$ cat src/rtl/uart_tx_ctrl_if.sv
// Host-side byte handshake for the UART transmit controller.
// The host drives valid/data; the controller answers with ready.
interface uart_tx_ctrl_if;
  logic       tx_valid;
  logic [7:0] tx_data;
  logic       tx_ready;

  modport master (
    output tx_valid,
    output tx_data,
    input  tx_ready
  );

  modport slave (
    input  tx_valid,
    input  tx_data,
    output tx_ready
  );
endinterface

$ cat src/rtl/uart_tx_ctrl.sv
// UART transmit controller: one-entry holding register, bit timer and
// frame sequencer (start, 7/8 data bits LSB first, optional parity, stop).
module uart_tx_ctrl #(
  parameter int CLKS_PER_BIT = 16
) (
  input  logic           clk,
  input  logic           arst_n,
  input  logic           data_length,
  input  logic           parity_en,
  input  logic           parity_odd,
  uart_tx_ctrl_if.slave  bus,
  output logic           tx,
  output logic           busy
);

  localparam int TW = (CLKS_PER_BIT > 1) ? $clog2(CLKS_PER_BIT) : 1;
  localparam logic [TW-1:0] TIMER_MAX = TW'(CLKS_PER_BIT - 1);

  typedef enum logic [2:0] {
    IDLE   = 3'd0,
    START  = 3'd1,
    DATA   = 3'd2,
    PARITY = 3'd3,
    STOP   = 3'd4
  } state_e;

  state_e        state_q, state_d;
  logic [TW-1:0] timer_q, timer_d;
  logic [2:0]    bit_cnt_q, bit_cnt_d;
  logic [7:0]    shift_q, shift_d;
  logic [7:0]    hold_q, hold_d;
  logic          hold_full_q, hold_full_d;
  logic          len8_q, len8_d;
  logic          par_en_q, par_en_d;
  logic          par_bit_q, par_bit_d;
  logic          tx_q, tx_d;
  logic          ready_q, ready_d;
  logic          busy_q, busy_d;

  logic          accept_s;
  logic          bit_end_s;
  logic          load_s;
  logic [7:0]    load_data_s;
  logic [2:0]    last_bit_s;
  logic [7:0]    masked_s;

  // In 7-bit mode bit 7 is forced to zero so it never reaches the line or parity.
  function automatic logic [7:0] mask_data(input logic [7:0] d, input logic len8);
    logic [7:0] m;
    m = len8 ? d : {1'b0, d[6:0]};
    return m;
  endfunction

  function automatic logic parity_of(input logic [7:0] d, input logic odd);
    return (^d) ^ odd;
  endfunction

  assign accept_s     = bus.tx_valid & ready_q;
  assign bit_end_s    = (timer_q == TIMER_MAX);
  assign last_bit_s   = len8_q ? 3'd7 : 3'd6;
  assign bus.tx_ready = ready_q;
  assign tx           = tx_q;
  assign busy         = busy_q;

  // Next-state, holding-register and shifter logic.
  always_comb begin
    state_d     = state_q;
    timer_d     = timer_q;
    bit_cnt_d   = bit_cnt_q;
    shift_d     = shift_q;
    hold_d      = hold_q;
    hold_full_d = hold_full_q;
    len8_d      = len8_q;
    par_en_d    = par_en_q;
    par_bit_d   = par_bit_q;
    load_s      = 1'b0;
    load_data_s = 8'h00;
    masked_s    = 8'h00;

    if (accept_s && (state_q != IDLE)) begin
      hold_d      = bus.tx_data;
      hold_full_d = 1'b1;
    end else begin
      hold_full_d = hold_full_q;
    end

    case (state_q)
      IDLE: begin
        timer_d = {TW{1'b0}};
        if (accept_s) begin
          load_s      = 1'b1;
          load_data_s = bus.tx_data;
        end else begin
          load_s = 1'b0;
        end
      end
      START: begin
        if (bit_end_s) begin
          state_d   = DATA;
          timer_d   = {TW{1'b0}};
          bit_cnt_d = 3'd0;
        end else begin
          timer_d = timer_q + TW'(1);
        end
      end
      DATA: begin
        if (bit_end_s) begin
          timer_d = {TW{1'b0}};
          if (bit_cnt_q == last_bit_s) begin
            state_d = par_en_q ? PARITY : STOP;
          end else begin
            bit_cnt_d = bit_cnt_q + 3'd1;
            shift_d   = {1'b0, shift_q[7:1]};
          end
        end else begin
          timer_d = timer_q + TW'(1);
        end
      end
      PARITY: begin
        if (bit_end_s) begin
          state_d = STOP;
          timer_d = {TW{1'b0}};
        end else begin
          timer_d = timer_q + TW'(1);
        end
      end
      STOP: begin
        if (bit_end_s) begin
          if (hold_full_q) begin
            load_s      = 1'b1;
            load_data_s = hold_q;
            hold_full_d = 1'b0;
          end else if (accept_s) begin
            // Byte arriving on the very last stop edge goes straight to the shifter.
            load_s      = 1'b1;
            load_data_s = bus.tx_data;
            hold_d      = hold_q;
            hold_full_d = 1'b0;
          end else begin
            state_d = IDLE;
            timer_d = {TW{1'b0}};
          end
        end else begin
          timer_d = timer_q + TW'(1);
        end
      end
      default: begin
        state_d = IDLE;
        timer_d = {TW{1'b0}};
      end
    endcase

    // Framing options are captured together with the data so mid-frame changes are ignored.
    if (load_s) begin
      masked_s  = mask_data(load_data_s, data_length);
      shift_d   = masked_s;
      len8_d    = data_length;
      par_en_d  = parity_en;
      par_bit_d = parity_of(masked_s, parity_odd);
      timer_d   = {TW{1'b0}};
      bit_cnt_d = 3'd0;
      state_d   = START;
    end else begin
      masked_s = 8'h00;
    end
  end

  // Registered line level, ready and busy derived from the next state.
  always_comb begin
    tx_d    = 1'b1;
    ready_d = ~hold_full_d;
    busy_d  = (state_d != IDLE) | hold_full_d;
    case (state_d)
      IDLE:    tx_d = 1'b1;
      START:   tx_d = 1'b0;
      DATA:    tx_d = shift_d[0];
      PARITY:  tx_d = par_bit_d;
      STOP:    tx_d = 1'b1;
      default: tx_d = 1'b1;
    endcase
  end

  // State and datapath registers with asynchronous abort.
  always_ff @(posedge clk or negedge arst_n) begin
    if (!arst_n) begin
      state_q     <= IDLE;
      timer_q     <= {TW{1'b0}};
      bit_cnt_q   <= 3'd0;
      shift_q     <= 8'h00;
      hold_q      <= 8'h00;
      hold_full_q <= 1'b0;
      len8_q      <= 1'b0;
      par_en_q    <= 1'b0;
      par_bit_q   <= 1'b0;
      tx_q        <= 1'b1;
      ready_q     <= 1'b1;
      busy_q      <= 1'b0;
    end else begin
      state_q     <= state_d;
      timer_q     <= timer_d;
      bit_cnt_q   <= bit_cnt_d;
      shift_q     <= shift_d;
      hold_q      <= hold_d;
      hold_full_q <= hold_full_d;
      len8_q      <= len8_d;
      par_en_q    <= par_en_d;
      par_bit_q   <= par_bit_d;
      tx_q        <= tx_d;
      ready_q     <= ready_d;
      busy_q      <= busy_d;
    end
  end

endmodule

$ cat src/flat_wrapper.sv
// flat-port wrapper written by rule: the top's interface ports become plain ports
module uart_tx_ctrl_flat 
#(
  parameter int CLKS_PER_BIT = 16
)
  (clk, arst_n, data_length, parity_en, parity_odd, tx, busy, bus_tx_valid, bus_tx_data, bus_tx_ready);
  uart_tx_ctrl_if bus_i ();
  input  logic clk;
  input  logic arst_n;
  input  logic data_length;
  input  logic parity_en;
  input  logic parity_odd;
  output logic tx;
  output logic busy;
  input wire logic [$bits(bus_i.tx_valid)-1:0] bus_tx_valid;
  input wire logic [$bits(bus_i.tx_data)-1:0] bus_tx_data;
  output wire logic [$bits(bus_i.tx_ready)-1:0] bus_tx_ready;
  assign bus_i.tx_valid = bus_tx_valid;
  assign bus_i.tx_data = bus_tx_data;
  assign bus_tx_ready = bus_i.tx_ready;
  uart_tx_ctrl #(.CLKS_PER_BIT(CLKS_PER_BIT)) u_core (.clk(clk), .arst_n(arst_n), .data_length(data_length), .parity_en(parity_en), .parity_odd(parity_odd), .bus(bus_i), .tx(tx), .busy(busy));
endmodule
$ cat config.mk
export PLATFORM = sky130hd
export DESIGN_NAME = uart_tx_ctrl_flat
export DESIGN_NICKNAME = d
export VERILOG_FILES = /design/src/rtl/uart_tx_ctrl_if.sv /design/src/rtl/uart_tx_ctrl.sv /design/src/flat_wrapper.sv
export SDC_FILE = /design/constraint.sdc
export NUM_CORES = 1
export LEC_CHECK = 0
export ABC_AREA = 1
export BUFFER_PORTS_ARGS = -buffer_cell sky130_fd_sc_hd__buf_4
export CORE_UTILIZATION = 52
export CTS_CLUSTER_SIZE = 20
export DETAILED_ROUTE_END_ITERATION = 10
export GPL_TIMING_DRIVEN = 1
export PLACE_DENSITY = 0.69
export SYNTH_ARGS = -nofsm -noshare
export SYNTH_HDL_FRONTEND = slang
export SYNTH_SLANG_ARGS = --single-unit
$ cat constraint.sdc
create_clock -name clk -period 2.4 [get_ports clk]
set_input_delay 0 -clock clk [delete_from_list [all_inputs] [get_ports clk]]
set_output_delay 0 -clock clk [all_outputs]
set_load 0.01 [all_outputs]
### Yosys cells after proc, flatten, opt, wreduce, memory -nomap -nowiden

Cells that the tools add are included.
Widths: inputs -> output; s select.

* bits in registers: 33
* input bits: 14
* word-level logic and storage cells: 94

* add/subtract/negate cells: 2
* eq/ne operators: 16
* mux-type cells: 47
* bitwise operators: 4
* reduce and logical (&&, ||, !) cells: 12

Operators by type and width (number)
* $mux 8: 13
* $mux 3: 13
* $mux 4: 5
* $pmux 8 s2: 1
* $pmux 3 s5: 1
* $eq 3x2->1 const B: 4
* $mux 1: 10
* $reduce_bool 3->1: 3
* $ne 4x4->1 const B: 2
* $pmux 4 s2: 1
* $reduce_xor 8->1: 1
* $eq 3x1->1 const B: 2
* $ne 3x1->1 const B: 2
* $pmux 3 s2: 1
* $add 4x1->4 const B: 1
* $eq 4x4->1 const B: 1
* $ne 4x3->1 const B: 1
* $reduce_and 4->1: 1
* $reduce_bool 2->1: 2
* $add 3x1->3 const B: 1
* $eq 3x3->1: 1
* $eq 3x3->1 const B: 1
* $logic_not 3->1: 1
* $ne 3x2->1 const B: 1
* 11 further kinds: 11

### Longest topological paths before layout

Gate-level depths: netlist of the first run.

* depth in word-level cells: 10
* mapped depth: 18

### Worst setup path after synthesis of the first run

No wires, ideal clock.

* kind: register to register
* start: reg u_core.ready_q (netlist: u_core.bus.tx_ready)
* end: reg u_core.tx_q (netlist: u_core.tx)
* setup time: 0.077 ns
* arrival: 1.720 ns
* required time: 2.323 ns
* path slack: 0.603 ns
* cell stages (with the launch flop): 17
* path buffers: 1
* period minus slack after synthesis: 1.797 ns
* cells stage by stage: dfstp_2 nand2_1 inv_1 buf_4 nand2_1 nand2_1 nand2_1 a21oi_1 nand2_1 nand2_1 nand2_1 nand2_1 nand3_1 nand2_1 nand2_1 nand3_1 nand2_1

* longest elaborated chain between the ends: 10
* elaborated cells on any way between the ends: 23

RTL lines
* start: declaration: line uart_tx_ctrl.sv:37 `logic ready_q, ready_d;`
* start signal: assignment: line uart_tx_ctrl.sv:209 `ready_q <= ready_d;`
* $and 1x1->1 *: line uart_tx_ctrl.sv:58 `assign accept_s = bus.tx_valid & ready_q;`
* $mux 8: line uart_tx_ctrl.sv:90, uart_tx_ctrl.sv:133
* $mux 8: line uart_tx_ctrl.sv:129 `if (hold_full_q) begin`
* $mux 8: line uart_tx_ctrl.sv:128 `if (bit_end_s) begin`
* $pmux 8 s2: line uart_tx_ctrl.sv:87 `case (state_q)`
* $mux 8: line uart_tx_ctrl.sv:50 `m = len8 ? d : {1'b0, d[6:0]};`
* $reduce_xor 8->1: line uart_tx_ctrl.sv:55 `return (^d) ^ odd;`
* $xor 1x1->1: line uart_tx_ctrl.sv:55
* $mux 1: line uart_tx_ctrl.sv:154 `if (load_s) begin`
* $pmux 1 s3 *: line uart_tx_ctrl.sv:173 `case (state_d)`
* via u_core.tx_d: line uart_tx_ctrl.sv:36 `logic tx_q, tx_d;`
* end signal: assignment: line uart_tx_ctrl.sv:208 `tx_q <= tx_d;`
* end: declaration: line uart_tx_ctrl.sv:36

The timed path passes the listed nets; every way through them passes the cells marked *.
A chain may end at the register's enable or synchronous reset.

### Worst setup path after layout of the first run

Same ends and word-level chain as after synthesis.

==> impl_metrics.tcl, run 1 <==
set metrics [dict create \
    status "complete, no violations" \
    crit_type "reg -> reg" \
    grt_pass1_vias 1660 \
    ir_worst_vdd_mv 0.655 \
    cts.sink_count 33 \
    power_mw 2.31 \
    drtIter0Drc 93 \
    crit_chain "nand2_1, inv_1, nand2_1, a21boi_0, nand2_1, nand2_1, nand2_1, nand2_1, nand2_1, inv_1, nand2_1, nand2_1, nand2_1, nand3_1, nand2_1" \
    hold_depth 3 \
    clock_path_buffers 2 \
    die_h_um 64.0 \
    synth_area_um2 2000 \
    reg2reg_from "u_core.bus.tx_ready$_DFF_PN1_" \
    tightest_slew_ps 517 \
    grt_first_pass_wirelength_mm 7.36 \
    place_hpwl_mm 3.26 \
    hold_violations 0 \
    r2r_setup_slack_ps 320 \
    n_antenna_cell 0 \
    powerDensity_nw_per_um2 979 \
    synth-warning-count 0 \
    synth_top_flop_cell "dfrtp_1" \
    cts-buffers-inserted 5 \
    crit_required_ps 2630 \
    setup_viol 0 \
    finalWirelength_mm 4.33 \
    synth-edff-count 0 \
    p_leak_nw 1.23 \
    drc_errors 0 \
    seq_area_frac_synth_pct 41.4 \
    grt_max_degree 34 \
    async_reset_ff_share_pct 100 \
    fin_hold_ws_ps 11.4 \
    routed-via-count 1775 \
    report.final.slew_viol_count 0 \
    preCtsSetupSlack_ps 333 \
    syn_inst 269 \
    clk_latency_ps 290 \
    final_layout_size_suffix_gt1_share_pct 16.1 \
    synth_fp_nets 285 \
    area_growth_syn_to_layout_pct 17.7 \
    core_um2 3690 \
    cp_top_family "simple AND/OR/NAND/NOR gates" \
    cp_slowest_cell "dfstp_2" \
    ios 17 \
    worstHoldStart "bus_tx_data[7]" \
    overflow 0 \
    syn_area_per_cell_um2 7.44 \
    clk_pin_slew_worst_paths_ps 70 \
    die-area_um2 4100 \
    crit_path_frequent_cell "nand2_1" \
    reg2reg_to "u_core.tx$_DFF_PN1_" \
    min_period_over_period_pct 86.6 \
    end_kind "register" \
    synth_cell_types 33 \
    viasPerCell 5.13 \
    min_period_ps 2080 \
    fill_cells 336 \
    ant_nets 0 \
    finalSetupTns_ps 0 \
    place.gp.congestion 0.892 \
    slew_headroom_pct 65.3 \
    finish.net_count 313 \
    drv_cap 0 \
    dr.pass1.iters 4 \
    htreeDepth 2 \
    num_rows 22 \
    portBuffers 16 \
    cts.root.buffer_cell "clkbuf_8" \
    hold_end "u_core.hold_q[7]$_DFFE_PN0P_" \
    reg2regPathDepth 15 \
    antenna_found_initial 0 \
    fmax_mhz 481 \
    rsz0062_at_grt "no" \
    worstHoldPathType "in -> reg" \
    cp.buffers_inverters 2 \
    wl_per_cell_um 12.5 \
    start_util_pct 54.3 \
    gr-usage-all-layers_pct 23.4 \
    start_kind "register" \
    synth_seq_cells 33 \
    clock_skew_ps 7.30 \
    critPathMaxStageDelay_ps 560 \
    cts_tree "yes" \
    critical_path.max_fanout 11 \
    worstPathArrival_ps 2310 \
    die_x_um 64.0 \
    layout_setup_ws_ps 321 \
]
[worst min-delay path, stage by stage]
cell	delay, ps
buf_4	120
inv_1	50
o21ai_0	80
[cell families after synthesis]
logic type      share of synthesized area (%)
buf+inv                                  8.50
flops                                    41.4
fa+ha+maj                                1.25
simple gates                             33.2
mux                                      3.37
compound gates                           11.4
xor+xnor                                0.875
[worst max-delay path by stage]
stage	cells after the start	endpoint	slack [ps]	start
floorplan	16	u_core.tx$_DFF_PN1_	600	u_core.bus.tx_ready$_DFF_PN1_
global placement	15	u_core.tx$_DFF_PN1_	350	u_core.bus.tx_ready$_DFF_PN1_
detailed placement	15	u_core.tx$_DFF_PN1_	330	u_core.bus.tx_ready$_DFF_PN1_
CTS	15	u_core.tx$_DFF_PN1_	330	u_core.bus.tx_ready$_DFF_PN1_
global route	15	u_core.tx$_DFF_PN1_	50	u_core.bus.tx_ready$_DFF_PN1_
finish	15	u_core.tx$_DFF_PN1_	320	u_core.bus.tx_ready$_DFF_PN1_
[layer usage]
metal	part of all wire [%]	global-route usage, %
met1	45	29.2
met2	49	40.4
met3	4.3	4.29
met4	1.8	7.67
met5	0	0
[cells in the final DEF (no fill, tap or decap), types with 3 or more instances in the layout]
cell type / Yosys / routed
nand2_1: 91 / 91
o21ai_0: 10 / 10
nor2_4: 3 / 3
dlygate4sd3_1: 0 / 10
inv_2: 4 / 4
nand3_1: 18 / 18
nor2_1: 19 / 19
dfrtp_1: 31 / 31
clkbuf_8: 0 / 6
nand4_1: 4 / 4
buf_4: 3 / 16
inv_1: 30 / 30
mux2_2: 6 / 6
nor3_1: 3 / 3
o21ai_1: 3 / 3
a21oi_1: 15 / 15
o22ai_1: 4 / 4
[flip-flops by register name, summed over array words and instances, names as in the netlist, 3 cells and up]
register,cells
u_core.shift_q,8
u_core.state_q,3
u_core.bit_cnt_q,3
u_core.timer_q,4
u_core.hold_q,8
[Yosys cell counts (2+ instances only)]
cell type	n	area [um2]
nand2_4	2	22.5
o21ai_2	2	17.5
o21ai_1	3	15.0
nor2_1	19	71.3
dfstp_2	2	52.6
nand2_1	91	342
buf_4	3	22.5
dfrtp_1	31	776
o21ai_0	10	50.1
mux2_2	6	67.6
a21oi_1	15	75.1
ha_1	2	25.0
inv_1	30	113
nor3_1	3	15.0
nand3_2	2	20.0
nand3_1	18	90.1
o22ai_1	4	25.0
o211ai_1	2	15.0
xor2_1	2	17.5
nand4_1	4	25.0
inv_2	4	15.0
nor2_4	3	33.8
[stage by stage]
stage	cell area [um2]	instances	util, %
floorplan	2000	269	-
global placement	2140	328	58.0
detailed placement	2140	328	58.0
CTS	2360	346	63.9
global route	2360	346	63.9
finish	2360	346	63.9
[report_power, final]
group          switching, mW  internal [mW]  total, mW
Clock                  0.204          0.338      0.542
Sequential             0.167          0.812      0.979
Combinational          0.460          0.327      0.787
Total                  0.831           1.48       2.31
[repair_timing]
item / in CTS / in global routing
setup endpoints to repair: 0 / 0
hold endpoints to repair: 43 / 0
setup buffers: 0 / 0
gates resized for setup: 0 / 0
hold buffers: 10 / 0
[cell type report]
class                      count  area, um2  area share (%)
clock buffer                   7       86.3            3.66
clock inverter                 1       30.0            1.27
inverter                      34        128            5.42
multi-input combinational    197       1000            42.6
sequential                    33        828            35.2
tap                           48       60.1            2.55
timing repair buffer          26        220            9.35
(Power assumes the default switching activity.)
==> run 2: changes to the inputs <==
SETUP_SLACK_MARGIN = 0.3   (was unset)
clock period = 2.2 ns   (was 2.4 ns; I/O delays follow)
==> run 2 against run 1 <==
Core utilization up 4.4 points. Wire length increased by 5.2%. Non-clock buffer count rose by 11. Combinational power up 25%. Register-to-register slack worse by 40 ps. Final cell count up 3.5%. Design area is 6.9% higher. Worst setup slack worse by 41 ps. Sequential share of layout area shrank 2.3 points. Die area is the same. First-iteration DRC count is 37% higher. Largest power group unchanged.
==> impl_metrics.tcl, run 2 (synthesized netlist as in run 1, its figures left out) <==
set metrics [dict create \
    status "complete, no violations" \
    dp.cells 331 \
    setup_viol 0 \
    overflow 0 \
    grt_first_pass_wirelength_mm 7.78 \
    ant_nets 0 \
    drv_cap 0 \
    dr.pass1.iters 6 \
    crit_path_frequent_cell "nand2_1" \
    n_antenna_cell 0 \
    grt_max_degree 34 \
    die_x_um 64.0 \
    end_kind "register" \
    drtIter0Drc 127 \
    num_rows 22 \
    place_hpwl_mm 3.13 \
    regArea_um2 828 \
    area_growth_syn_to_layout_pct 25.7 \
    final_cells 358 \
    reg2regPathDepth 17 \
    powerDensity_nw_per_um2 1030 \
    p_leak_nw 1.29 \
    cp_slowest_cell "dfrtp_1" \
    ir_worst_vdd_mv 0.730 \
    viasPerCell 5.12 \
    critical_path.max_fanout 7 \
    final_layout_size_suffix_gt1_share_pct 23.9 \
    finish.net_count 326 \
    fmax_mhz 521 \
    min_period_ps 1920 \
    layout_common_cells "nand2_1, dfrtp_1, inv_1, buf_4, nor2_1" \
    ios 17 \
    finalSetupTns_ps 0 \
    report.final.slew_viol_count 0 \
    routed-via-count 1832 \
    antenna_found_initial 0 \
    cp.buffers_inverters 1 \
    die_h_um 64.0 \
    worstHoldPathType "in -> reg" \
    grt_pass1_vias 1721 \
    gr-usage-all-layers_pct 25.4 \
    clock_skew_ps 7.20 \
    rsz0062_at_grt "yes" \
    min_period_over_period_pct 87.3 \
    cts_tree "yes" \
    start_kind "register" \
    fill_cells 316 \
    worstHoldStart "bus_tx_data[1]" \
    die-area_um2 4100 \
    drc_errors 0 \
    place.gp.congestion 0.874 \
    htreeDepth 2 \
    crit_required_ps 2430 \
    cp_top_family "simple AND/OR/NAND/NOR gates" \
    clock_path_buffers 2 \
    tightest_slew_ps 414 \
    start_util_pct 54.3 \
    worst-path-stages 17 \
    clk_pin_slew_worst_paths_ps 70 \
    portBuffers 16 \
    slew_headroom_pct 72.4 \
    hold_depth 3 \
    multi_input_area_um2 1070 \
    reg2reg_from "u_core.timer_q[0]$_DFFE_PN0P_" \
    clk_latency_ps 290 \
    biggestRegsByFlops "u_core.hold_q: 8 flops, u_core.shift_q: 8 flops, u_core.timer_q: 4 flops" \
    worstPathArrival_ps 2150 \
    cts-buffers-inserted 5 \
    cts.sink_count 33 \
    wl_per_cell_um 12.7 \
    cp-startpoint "u_core.timer_q[0]$_DFFE_PN0P_" \
    layout_commonest_cell "nand2_1" \
    hold_violations 0 \
    crit_chain "ha_4, nand3_4, buf_12, nor2_4, nand2_1, nand2_1, nand2_2, nand2_2, nand2_2, nand2_1, nand2_1, nand2_1, nand2_1, nand2_1, nand2_1, nand3_1, nand2_1" \
    critPathMaxStageDelay_ps 390 \
    finalWirelength_mm 4.55 \
    cts.root.buffer_cell "clkbuf_8" \
    crit_type "reg -> reg" \
    core_um2 3690 \
]
run 2: worst paths after layout:
| check | slack, ps | to |
|---|---|---|
| min in group asynchronous | 190 | u_core.busy$_DFF_PN0_ |
| worst min-delay path | 4 | u_core.hold_q[1]$_DFFE_PN0P_ |
| worst max register to register | 280 | u_core.tx$_DFF_PN1_ |
| worst max-delay path | 280 | u_core.tx$_DFF_PN1_ |
| max in group asynchronous | 1680 | u_core.bus.tx_ready$_DFF_PN1_ |
| worst min register to register | 490 | u_core.shift_q[7]$_DFFE_PN0P_ |
run 2: final cells by class:
cell class	instances	area share, %
multi-input cells	198	42.7
repair buffers	37	12.4
well taps	48	2.39
clock inverters	2	1.39
repair inverters	1	0.298
flip-flops and latches	33	32.9
inverters	34	5.17
clock buffers	5	2.73
run 2: worst min-delay path: stages:
cell     delay, ps
buf_4          110
inv_1           60
o21ai_0         80
run 2: per-layer routing:
metal	routed length, um	vias to the layer above	share of wire (%)	track usage, %
met5	0	-	0	0
met4	76	0	1.7	9.94
met3	178	10	3.9	7.68
met2	2070	40	45	38.7
met1	2230	839	49	33.8
li1	-	943	-	-
run 2: per-stage QoR:
step                      setup WS, ps  utilization (%)  hold slack [ps]  cell area (um2)  total power, mW
after floorplan                    403                -             -296             2000             1.68
after global placement             206             58.6            -32.2             2160             1.92
after detailed placement           168             58.6            -28.5             2160             1.92
after CTS                          304             66.2            0.740             2440             2.56
after global routing               104             68.2             11.0             2520             2.81
final                              280             68.2             4.08             2520             2.59
run 2: power breakdown:
group	total, mW	internal [mW]	switching [mW]
sequential	1.07	0.886	0.181
clock	0.546	0.329	0.218
combinational	0.980	0.434	0.547
total	2.59	1.65	0.945
run 2: what timing repair did:
action | 4_1_cts | 5_1_grt
setup endpoints to repair | 9 | 9
hold buffers | 9 | 0
gates cloned | 2 | 0
pin swaps | 3 | 9
hold endpoints to repair | 42 | 0
buffers inserted | 4 | 5
gates resized for setup | 9 | 10
==> run 3: changes to the inputs <==
ABC_AREA = unset   (was 1)
==> run 3 against run 2 <==
The flow now finishes with violations (setup timing). Area after synthesis shrank 7.7%. First-iteration DRC count shrank 7.9%. Die area shrank 7.4%. Design area shrank 0.75%. Flip-flop and latch count is the same. Clock skew is essentially flat. Critical path type unchanged. Critical endpoint is now u_core.par_bit_q$_DFF_PN0_. Largest power group unchanged. Highest routed layer unchanged.
==> impl_metrics.tcl, run 3 <==
set metrics [dict create \
    status "finished, violations left" \
    violations "setup timing" \
    async_reset_ff_share_pct 100 \
    final_cells 284 \
    start_kind "register" \
    slew_headroom_pct 71.7 \
    clk_latency_ps 350 \
    clock_skew_ps 6.95 \
    switching_power_mw 0.346 \
    synth-edff-count 0 \
    num_rows 21 \
    syn_area_per_cell_um2 9.99 \
    finalWirelength_mm 4.69 \
    cts-buffers-inserted 5 \
    power_mw 1.47 \
    wl_per_cell_um 16.5 \
    synth_seq_cells 33 \
    fmax_mhz 438 \
    min_period_over_period_pct 104 \
    cts.root.buffer_cell "clkbuf_4" \
    clk_pin_slew_worst_paths_ps 110 \
    hold_violations 0 \
    portBuffers 16 \
    worstPathArrival_ps 2560 \
    grt_max_degree 34 \
    power.internal_mw 1.12 \
    sequentialPowerShare_pct 49.1 \
    die_h_um 61.6 \
    gr-usage-all-layers_pct 26.0 \
    synth_top_area_share_pct 42.0 \
    cp.buffers_inverters 0 \
    dr.pass1.iters 5 \
    cts_tree "yes" \
    min_period_ps 2290 \
    drc_errors 0 \
    crit_path_frequent_cell "o211ai_1" \
    synth_cell_types 51 \
    biggestRegsByFlops "u_core.hold_q: 8 flops, u_core.shift_q: 8 flops, u_core.timer_q: 4 flops" \
    layout_common_cells "buf_4, dfrtp_1, nand2_1, a21oi_1" \
    synth-warning-count 0 \
    drtIter0Drc 117 \
    viasPerCell 5.95 \
    final_layout_size_suffix_gt1_share_pct 35.7 \
    placed_area_um2 2140 \
    fill_cells 262 \
    core_um2 3360 \
    crit_required_ps 2480 \
    sw_frac_of_total_pct 23.5 \
    synth_top_flop_cell "dfrtp_1" \
    finish.instance_area_um2 2500 \
    setup_viol 1 \
    critical_path.max_fanout 4 \
    die_x_um 61.6 \
    cp_slowest_cell "dfrtp_1" \
    fin_util_pct 74.3 \
    routed-via-count 1689 \
    grt_first_pass_wirelength_mm 7.10 \
    synth_most_common_cell "dfrtp_1" \
    clock_path_buffers 2 \
    ir_worst_vdd_mv 0.709 \
    place_hpwl_mm 3.07 \
    die-area_um2 3800 \
    layout_setup_ws_ps -85.3 \
    tightest_slew_ps 424 \
    powerDensity_nw_per_um2 588 \
    dp.cells 258 \
    p_leak_nw 1.09 \
    synth_fp_nets 201 \
    synth_top_area_cell "dfrtp_1" \
    n_antenna_cell 0 \
    syn_inst 185 \
    end_kind "register" \
    seq_area_frac_synth_pct 44.8 \
    cts.sink_count 33 \
    crit_type "reg -> reg" \
    htreeDepth 2 \
    drv_cap 0 \
    place.gp.congestion 0.850 \
    rsz0062_at_grt "yes" \
    clock_power_share_pct 39.2 \
    finish.net_count 253 \
    cp_top_family "compound AO/OA/AOI/OAI gates" \
    worstHoldPathType "in -> async" \
    ios 17 \
    synth_common_cells "dfrtp_1, nand2_1, a21oi_1, nor2_1, nand3_1" \
    overflow 0 \
    crit_chain "ha_4, and4b_1, o211ai_1, o211ai_1, a2111oi_4, a221oi_2, a211o_1, a31oi_1" \
    antenna_found_initial 0 \
    combPwrFrac_pct 11.7 \
    layout_commonest_cell "buf_4" \
    synth_area_um2 1850 \
    critPathMaxStageDelay_ps 430 \
    area_growth_syn_to_layout_pct 35.2 \
    grt_pass1_vias 1582 \
    report.final.slew_viol_count 0 \
    yosys-top-cells-area "dfrtp_1, mux2_2, nand2_1" \
    ant_nets 0 \
    start_util_pct 54.9 \
]
-- run 3: changes by cell type in the layout (fill, tap and decap cells not counted), moves of 5 or more --
cell and change:
buf_4 +10, inv_1 -24, nand2_2 -7, nand3_1 -7
nand2_1 -66, nor2_1 -8, xnor2_1 +5, clkbuf_4 +5
clkbuf_8 -5
-- run 3: final timing paths --
path                                                from                             to  slack, ps  depth (start not counted)
min                                               arst_n    u_core.state_q[0]$_DFF_PN0_        120                          2
min in group clk                            bus_tx_valid  u_core.bus.tx_ready$_DFF_PN1_        240                          5
max reg2reg                u_core.timer_q[1]$_DFFE_PN0P_     u_core.par_bit_q$_DFF_PN0_        -90                          8
min reg2reg                u_core.shift_q[4]$_DFFE_PN0P_  u_core.shift_q[3]$_DFFE_PN0P_        510                          2
max in group asynchronous                         arst_n  u_core.bus.tx_ready$_DFF_PN1_       1750                          2
max                        u_core.timer_q[1]$_DFFE_PN0P_     u_core.par_bit_q$_DFF_PN0_        -90                          8
-- run 3: kinds of logic after synthesis --
logic type	Yosys count	synth area share, %
compound gates	50	19.2
mux	9	5.42
xor+xnor	8	4.54
fa+ha+maj	2	1.35
flops	33	44.8
simple gates	71	21.3
buf+inv	12	3.39
-- run 3: per-stage QoR --
step | hold slack, ps | setup WS [ps] | TNS (ps)
floorplan | -296 | 58.0 | 0
global placement | -44.9 | -2.12 | -2.12
detailed placement | -34.5 | -54.5 | -54.5
CTS | 118 | -3.76 | -3.76
global route | 159 | -175 | -175
finish | 117 | -85.3 | -85.3
-- run 3: power by group through the flow --
stage,logic (mW),registers [mW],clock network [mW]
3_3_place_gp,0.144,0.722,0
6_report,0.172,0.722,0.576
5_1_grt,0.189,0.728,0.605
4_1_cts,0.172,0.716,0.582
3_5_place_dp,0.153,0.728,0
2_1_floorplan,0.0923,0.713,0
-- run 3: cell type report --
type | instances | area [um2] | share of cell area, %
Tap cell | 46 | 57.6 | 2.30
Multi-Input combinational cell | 140 | 1070 | 42.7
Sequential cell | 33 | 828 | 33.1
Inverter | 6 | 22.5 | 0.901
Timing Repair Buffer | 51 | 422 | 16.9
Clock buffer | 5 | 37.5 | 1.50
Clock inverter | 3 | 65.1 | 2.60
-- run 3: metal layers --
layer	part of all wire, %	track usage [%]
met1	40	30.7
met5	0	0
met4	2.5	9.21
met2	52	46.2
met3	5.5	5.88
-- run 3: repair_timing --
item	4_1_cts	5_1_grt
endpoints found under the setup margin	10	5
endpoints found under the hold margin	43	0
resized for setup	8	14
buffers inserted	4	3
hold buffers	11	0
pin swaps	6	6
